### src/rtl/sram_pkg.sv
// sram_pkg: shared types, latency constants and byte-merge helper for the 1R1W SRAM.
package sram_pkg;
    typedef enum logic {CLEAR, READY} clr_state_e;
    localparam int LAT1 = 1;
    localparam int LAT2 = 2;
    // Widest word the merge helper handles; callers cast to/from their own width.
    localparam int MAX_DW = 256;
    localparam int MAX_MW = MAX_DW / 8;
    function automatic logic [MAX_DW-1:0] byte_merge(
        input logic [MAX_DW-1:0] old_w,
        input logic [MAX_DW-1:0] new_w,
        input logic [MAX_MW-1:0] mask
    );
        logic [MAX_DW-1:0] r;
        for (int i = 0; i < MAX_MW; i++) r[8*i +: 8] = mask[i] ? new_w[8*i +: 8] : old_w[8*i +: 8];
        return r;
    endfunction
endpackage

### src/rtl/sram_1r1w_array.sv
// sram_1r1w_array: bare storage with one byte-masked write port and one registered read port.
module sram_1r1w_array
    import sram_pkg::*;
#(
    parameter int DATA_WIDTH  = 32,
    parameter int DEPTH       = 128,
    parameter int ADDR_WIDTH  = $clog2(DEPTH),
    parameter int WMASK_WIDTH = DATA_WIDTH / 8
) (
    input  logic                   clk,
    input  logic                   we,
    input  logic [ADDR_WIDTH-1:0]  waddr,
    input  logic [DATA_WIDTH-1:0]  wdata,
    input  logic [WMASK_WIDTH-1:0] wmask,
    input  logic                   re,
    input  logic [ADDR_WIDTH-1:0]  raddr,
    output logic [DATA_WIDTH-1:0]  rdata
);
    logic [DATA_WIDTH-1:0] mem [DEPTH];

    // Read and write on the same edge return the old word; bypass lives in the top.
    always_ff @(posedge clk) begin
        if (we) mem[waddr] <= DATA_WIDTH'(byte_merge(MAX_DW'(mem[waddr]), MAX_DW'(wdata), MAX_MW'(wmask)));
        if (re) rdata <= mem[raddr];
    end
endmodule

### src/rtl/sram_1r1w_masked_init.sv
// sram_1r1w_masked_init: 1R1W SRAM with byte mask, collision bypass, 1/2-cycle read latency
// and a post-reset zero sweep.
module sram_1r1w_masked_init
    import sram_pkg::*;
#(
    parameter int DATA_WIDTH     = 32,
    parameter int DEPTH          = 128,
    parameter int ADDR_WIDTH     = $clog2(DEPTH),
    parameter int WMASK_WIDTH    = DATA_WIDTH / 8,
    parameter int READ_LATENCY   = 1,
    parameter int BYPASS         = 1,
    parameter int CLEAR_ON_RESET = 1
) (
    input  logic                   clk,
    input  logic                   rstb,
    input  logic                   csb0,
    input  logic [ADDR_WIDTH-1:0]  addr0,
    input  logic [DATA_WIDTH-1:0]  din0,
    input  logic [WMASK_WIDTH-1:0] wmask0,
    input  logic                   csb1,
    input  logic [ADDR_WIDTH-1:0]  addr1,
    output logic [DATA_WIDTH-1:0]  dout1,
    output logic                   dout1_v,
    output logic                   busy
);
    localparam logic [ADDR_WIDTH:0]   DEPTH_W = (ADDR_WIDTH+1)'(DEPTH);
    localparam logic [ADDR_WIDTH-1:0] LAST    = ADDR_WIDTH'(DEPTH - 1);

    if (DATA_WIDTH % 8 != 0 || DATA_WIDTH > MAX_DW) begin : g_bad_width
        $error("DATA_WIDTH must be a multiple of 8 and at most MAX_DW");
    end
    if (READ_LATENCY != LAT1 && READ_LATENCY != LAT2) begin : g_bad_latency
        $error("READ_LATENCY must be 1 or 2");
    end

    clr_state_e              state;
    logic [ADDR_WIDTH-1:0]   clr_addr;
    logic                    clearing, ready, in0, in1, wr_ok, we, re, hit;
    logic [ADDR_WIDTH-1:0]   waddr;
    logic [DATA_WIDTH-1:0]   wdata, rdata, s1_data, byp_data;
    logic [WMASK_WIDTH-1:0]  wmask, byp_mask;
    logic                    s1_v, s1_zero, s1_hit;

    assign clearing = rstb && state == CLEAR;
    assign ready    = rstb && state == READY;
    assign in0      = {1'b0, addr0} < DEPTH_W;
    assign in1      = {1'b0, addr1} < DEPTH_W;
    assign wr_ok    = ready && !csb0 && in0;
    assign re       = ready && !csb1;
    assign we       = clearing || (wr_ok && |wmask0);
    assign waddr    = clearing ? clr_addr : addr0;
    assign wdata    = clearing ? '0 : din0;
    assign wmask    = clearing ? '1 : wmask0;
    assign hit      = BYPASS != 0 && wr_ok && addr0 == addr1;

    sram_1r1w_array #(
        .DATA_WIDTH (DATA_WIDTH),
        .DEPTH      (DEPTH),
        .ADDR_WIDTH (ADDR_WIDTH),
        .WMASK_WIDTH(WMASK_WIDTH)
    ) u_array (
        .clk  (clk),
        .we   (we),
        .waddr(waddr),
        .wdata(wdata),
        .wmask(wmask),
        .re   (re && in1),
        .raddr(addr1),
        .rdata(rdata)
    );

    always_ff @(posedge clk) begin
        if (!rstb) begin
            state    <= CLEAR_ON_RESET != 0 ? CLEAR : READY;
            clr_addr <= '0;
            busy     <= 1'b1;
            s1_v     <= 1'b0;
            s1_zero  <= 1'b1;
            s1_hit   <= 1'b0;
        end else begin
            busy <= clearing && clr_addr != LAST;
            s1_v <= re;
            if (clearing) begin
                clr_addr <= clr_addr + 1'b1;
                if (clr_addr == LAST) state <= READY;
            end
            // Stage-1 qualifiers only move on a read so dout1 holds between reads.
            if (re) begin
                s1_zero  <= !in1;
                s1_hit   <= hit;
                byp_data <= din0;
                byp_mask <= wmask0;
            end
        end
    end

    assign s1_data = s1_zero ? '0
                   : s1_hit ? DATA_WIDTH'(byte_merge(MAX_DW'(rdata), MAX_DW'(byp_data), MAX_MW'(byp_mask)))
                   : rdata;

    if (READ_LATENCY == LAT2) begin : g_lat2
        logic [DATA_WIDTH-1:0] d2;
        logic                  v2;
        always_ff @(posedge clk) begin
            if (!rstb) begin
                d2 <= '0;
                v2 <= 1'b0;
            end else begin
                v2 <= s1_v;
                if (s1_v) d2 <= s1_data;
            end
        end
        assign dout1   = d2;
        assign dout1_v = v2;
    end else begin : g_lat1
        assign dout1   = s1_data;
        assign dout1_v = s1_v;
    end
endmodule

### config.mk
export PLATFORM = sky130hd
export DESIGN_NAME = sram_1r1w_masked_init
export DESIGN_NICKNAME = d
export VERILOG_FILES = /design/src/rtl/sram_pkg.sv /design/src/rtl/sram_1r1w_array.sv /design/src/rtl/sram_1r1w_masked_init.sv
export SDC_FILE = /design/constraint.sdc
export NUM_CORES = 2
export LEC_CHECK = 0
export CAP_MARGIN = 30
export CELL_PAD_IN_SITES_DETAIL_PLACEMENT = 0
export CELL_PAD_IN_SITES_GLOBAL_PLACEMENT = 1
export CORE_MARGIN = 2
export CORE_UTILIZATION = 45
export DETAILED_ROUTE_END_ITERATION = 7
export PLACE_DENSITY = 0.63
export SETUP_SLACK_MARGIN = 0.05
export SLEW_MARGIN = 20
export SYNTH_ARGS = -nofsm -noshare
export SYNTH_HDL_FRONTEND = slang
export SYNTH_SLANG_ARGS = --single-unit
### constraint.sdc
create_clock -name clk -period 7 [get_ports clk]
set_clock_uncertainty 0.2 [all_clocks]
set_input_delay 1.4 -clock clk [delete_from_list [all_inputs] [get_ports clk]]
set_output_delay 1.4 -clock clk [all_outputs]
set_load 0.01 [all_outputs]
==> impl_metrics.ini <==
[status]
status = finished clean

[clock_tree]
h-tree-depth = 5
clk_root_buffer_cell = clkbuf_16
cts-buffers-inserted = 427
clk_path_buf_depth = 4
postCtsResizedCells = 0
clk_pin_slew_ns = 0.06
post_cts_buffers = 0
holdBufCountCts = 0
cts.sinks = 4176
cts_tree = done
clkLatencyLatePin_ns = 0.96

[power_and_ir_drop]
ir_worst_vdd_uv = 207
pwr_density_cell_nw_per_um2 = 287
leakagePower_nw = 56.4
power.total_mw = 52.4

[logic_synthesis]
syn-cell-area_sq_um = 161000
syn_area_per_cell_sq_um = 23.8
ys_ff_latch = 4176
yosysSeqAreaShare = 0.778
syn-num-nets = 6822
ys_types = 29
synthCells = 6767
yosys-top-cells-area = edfxtp_1 78%, mux4_2 19%, nor2_1 1.2%
synth_top_area_frac = 0.776
yosysTopAreaCell = edfxtp_1
async_flop_share = 0
synth_warnings = 0
synth_edf_count = 4164
synth_ff_type = edfxtp_1

[placement]
dpl.hpwl_mm = 244
dp.cells = 11400
gp_congestion = 0.793
placed_area_sq_um = 169000
port_buffers = 87

[sta]
fin_setup_tns_ns = 0
finalSetupViolations = 0
slew_violations = 0
min_period_ns = 5.42
slew-limit-headroom = 0.291
period_share = 0.775
tightest_slew_ns = 1.06
fin_worst_hold_slack_ns = 0.421
hold_viol_final = 0
max_freq_mhz = 184
rsz0062_at_grt = no

[global_routing]
grt_pass1_vias = 74800
overflow = 0
track_usage = 0.220
grt_max_degree = 143
grt_antenna_before_repair = 13
grt_pass1_wl_mm = 570

[worst_setup_path]
reg2regPathDepth = 6
r2r-start = state
crit_path_end_kind = primary output
crit_fanout = 28
worstSetupPathType = flop to primary output
arrival_ns = 3.82
rrSetupSlack_ns = 3.11
crit_required_ns = 5.40
worstSetupStartpointType = flop
r2r-end = u_array.mem[127][19]

[routing]
drt_pass1_iterations = 5
routed_wl_mm = 399
drtAntennaViolNets = 0
vias = 72500
drt_first_iter_violations = 8319
wire_per_inst_microns = 32.6
vias_per_cell = 5.91
drc_errors = 0

[floorplan]
die_w_microns = 602
floorplan.initialDensity = 0.453
core-area_sq_um = 356000
dieHeight_microns = 602
ios = 88
dieArea_sq_um = 363000
row_count = 219

[flow_run]
maxCapViolations = 0

[min_path]
hold_depth = 2
min_from = clr_addr[1]
whs_endpoint = clr_addr[1]
hold_class = flop to flop

[final_layout]
seqCellArea_sq_um = 125000
multi_input_area_sq_um = 34300
fillers = 27400
layoutNonFillerInstCount = 12300
final_nets = 7195
area_growth_pct = 13.6
final_area_sq_um = 183000
drive_above_1_share = 0.309
-- sequential cells by signal, summed over array words and instances, names as in the netlist, 4 cells and up --
register and flops:
byp_data 32, byp_mask 4, clr_addr 7, u_array.mem 4096, u_array.rdata 32
-- through the flow --
| stage | utilization | worst slack, ns |
|---|---|---|
| after global routing | 0.514 | 1.55 |
| after detailed placement | 0.475 | 1.18 |
| after floorplan | - | 2.22 |
| after global placement | 0.474 | 1.06 |
| after CTS | 0.513 | 1.43 |
| final | 0.514 | 1.58 |
-- routing by layer --
layer  track usage  wire length, microns
met1         0.307                165000
met4        0.0685                 12300
met3        0.0333                 23800
met5             0                     0
met2         0.360                198000
-- cell usage in the layout (no fill, tap or decap), types with 3 or more instances in the layout --
master and count:
nand2b_1 5, buf_16 17, clkbuf_16 434, clkinv_1 124, and2_1 6, a31o_2 9
buf_4 209, a21oi_1 31, clkdlybuf4s50_1 80, nand2_2 12, mux2_2 33, diode_2 19
edfxtp_1 4164, clkinvlp_4 19, xnor2_1 3, buf_8 4, nor2_1 514, nand3_1 79
inv_6 9, clkbuf_1 68, clkinv_8 8, xor2_1 10, buf_12 47, clkinv_2 73
a21oi_2 3, nor4b_1 3, bufinv_16 41, nand2_4 3, dfxtp_1 10, nor2b_1 3
nand2_1 54, inv_1 7, clkinv_4 3, a21boi_1 4, mux4_2 1344, nor4bb_1 6
and2_4 32
-- critical path, cell delays in order, from the launching register on --
cell and delay, ns:
dfxtp_2 0.60, buf_4 0.47, nand3_1 0.21, a21oi_2 0.82
clkdlybuf4s50_1 0.70
-- Yosys cell counts, drive strengths merged (2+ instances only) --
master  instances
a21oi          34
nor3            2
nor2          516
nor4b           3
and2           38
buf           158
nor2b           3
mux2           33
mux2i           5
xnor2           3
mux4         1344
a21boi          4
nand3          79
a31o            9
inv             7
xor2           10
nor4bb          6
nand2          69
clkbuf        257
nand2b          6
dfxtp          12
nor4            2
edfxtp       4164
-- kinds of logic after synthesis --
family                   synth area share
flip-flops                          0.778
AND/OR/NAND/NOR                    0.0186
multiplexers                        0.191
adder cells (fa/ha/maj)         0.0000777
AO/OA/AOI/OAI                     0.00176
XOR/XNOR                         0.000707
buffers and inverters              0.0105
-- worst max-delay path by stage --
stage | end | from | cells past startpoint
after floorplan | u_array.mem[0][10] | rstb | 5
after global placement | u_array.mem[109][22] | rstb | 7
after detailed placement | u_array.mem[123][19] | rstb | 8
after CTS | dout1[21] | s1_hit | 4
after global routing | dout1[23] | s1_hit | 4
final | dout1[23] | s1_hit | 4
-- where the power goes --
part / leakage, nW / internal [mW] / switching [mW] / total (mW)
logic: 11.7 / 1.06 / 1.61 / 2.67
registers: 38.1 / 27.6 / 0.0145 / 27.6
clock network: 6.61 / 12.8 / 9.39 / 22.2
total: 56.4 / 41.4 / 11.0 / 52.4
-- area by class of cell --
cell class / instances / share of cell area
Multi-Input combinational cell: 2169 / 0.187
Sequential cell: 4176 / 0.685
Clock inverter: 278 / 0.0134
Timing Repair Buffer: 359 / 0.0211
Antenna cell: 19 / 0.000260
Tap cell: 4751 / 0.0325
Clock buffer: 502 / 0.0607
Inverter: 7 / 0.000144
Note: power is estimated with default switching activity, not from simulation.
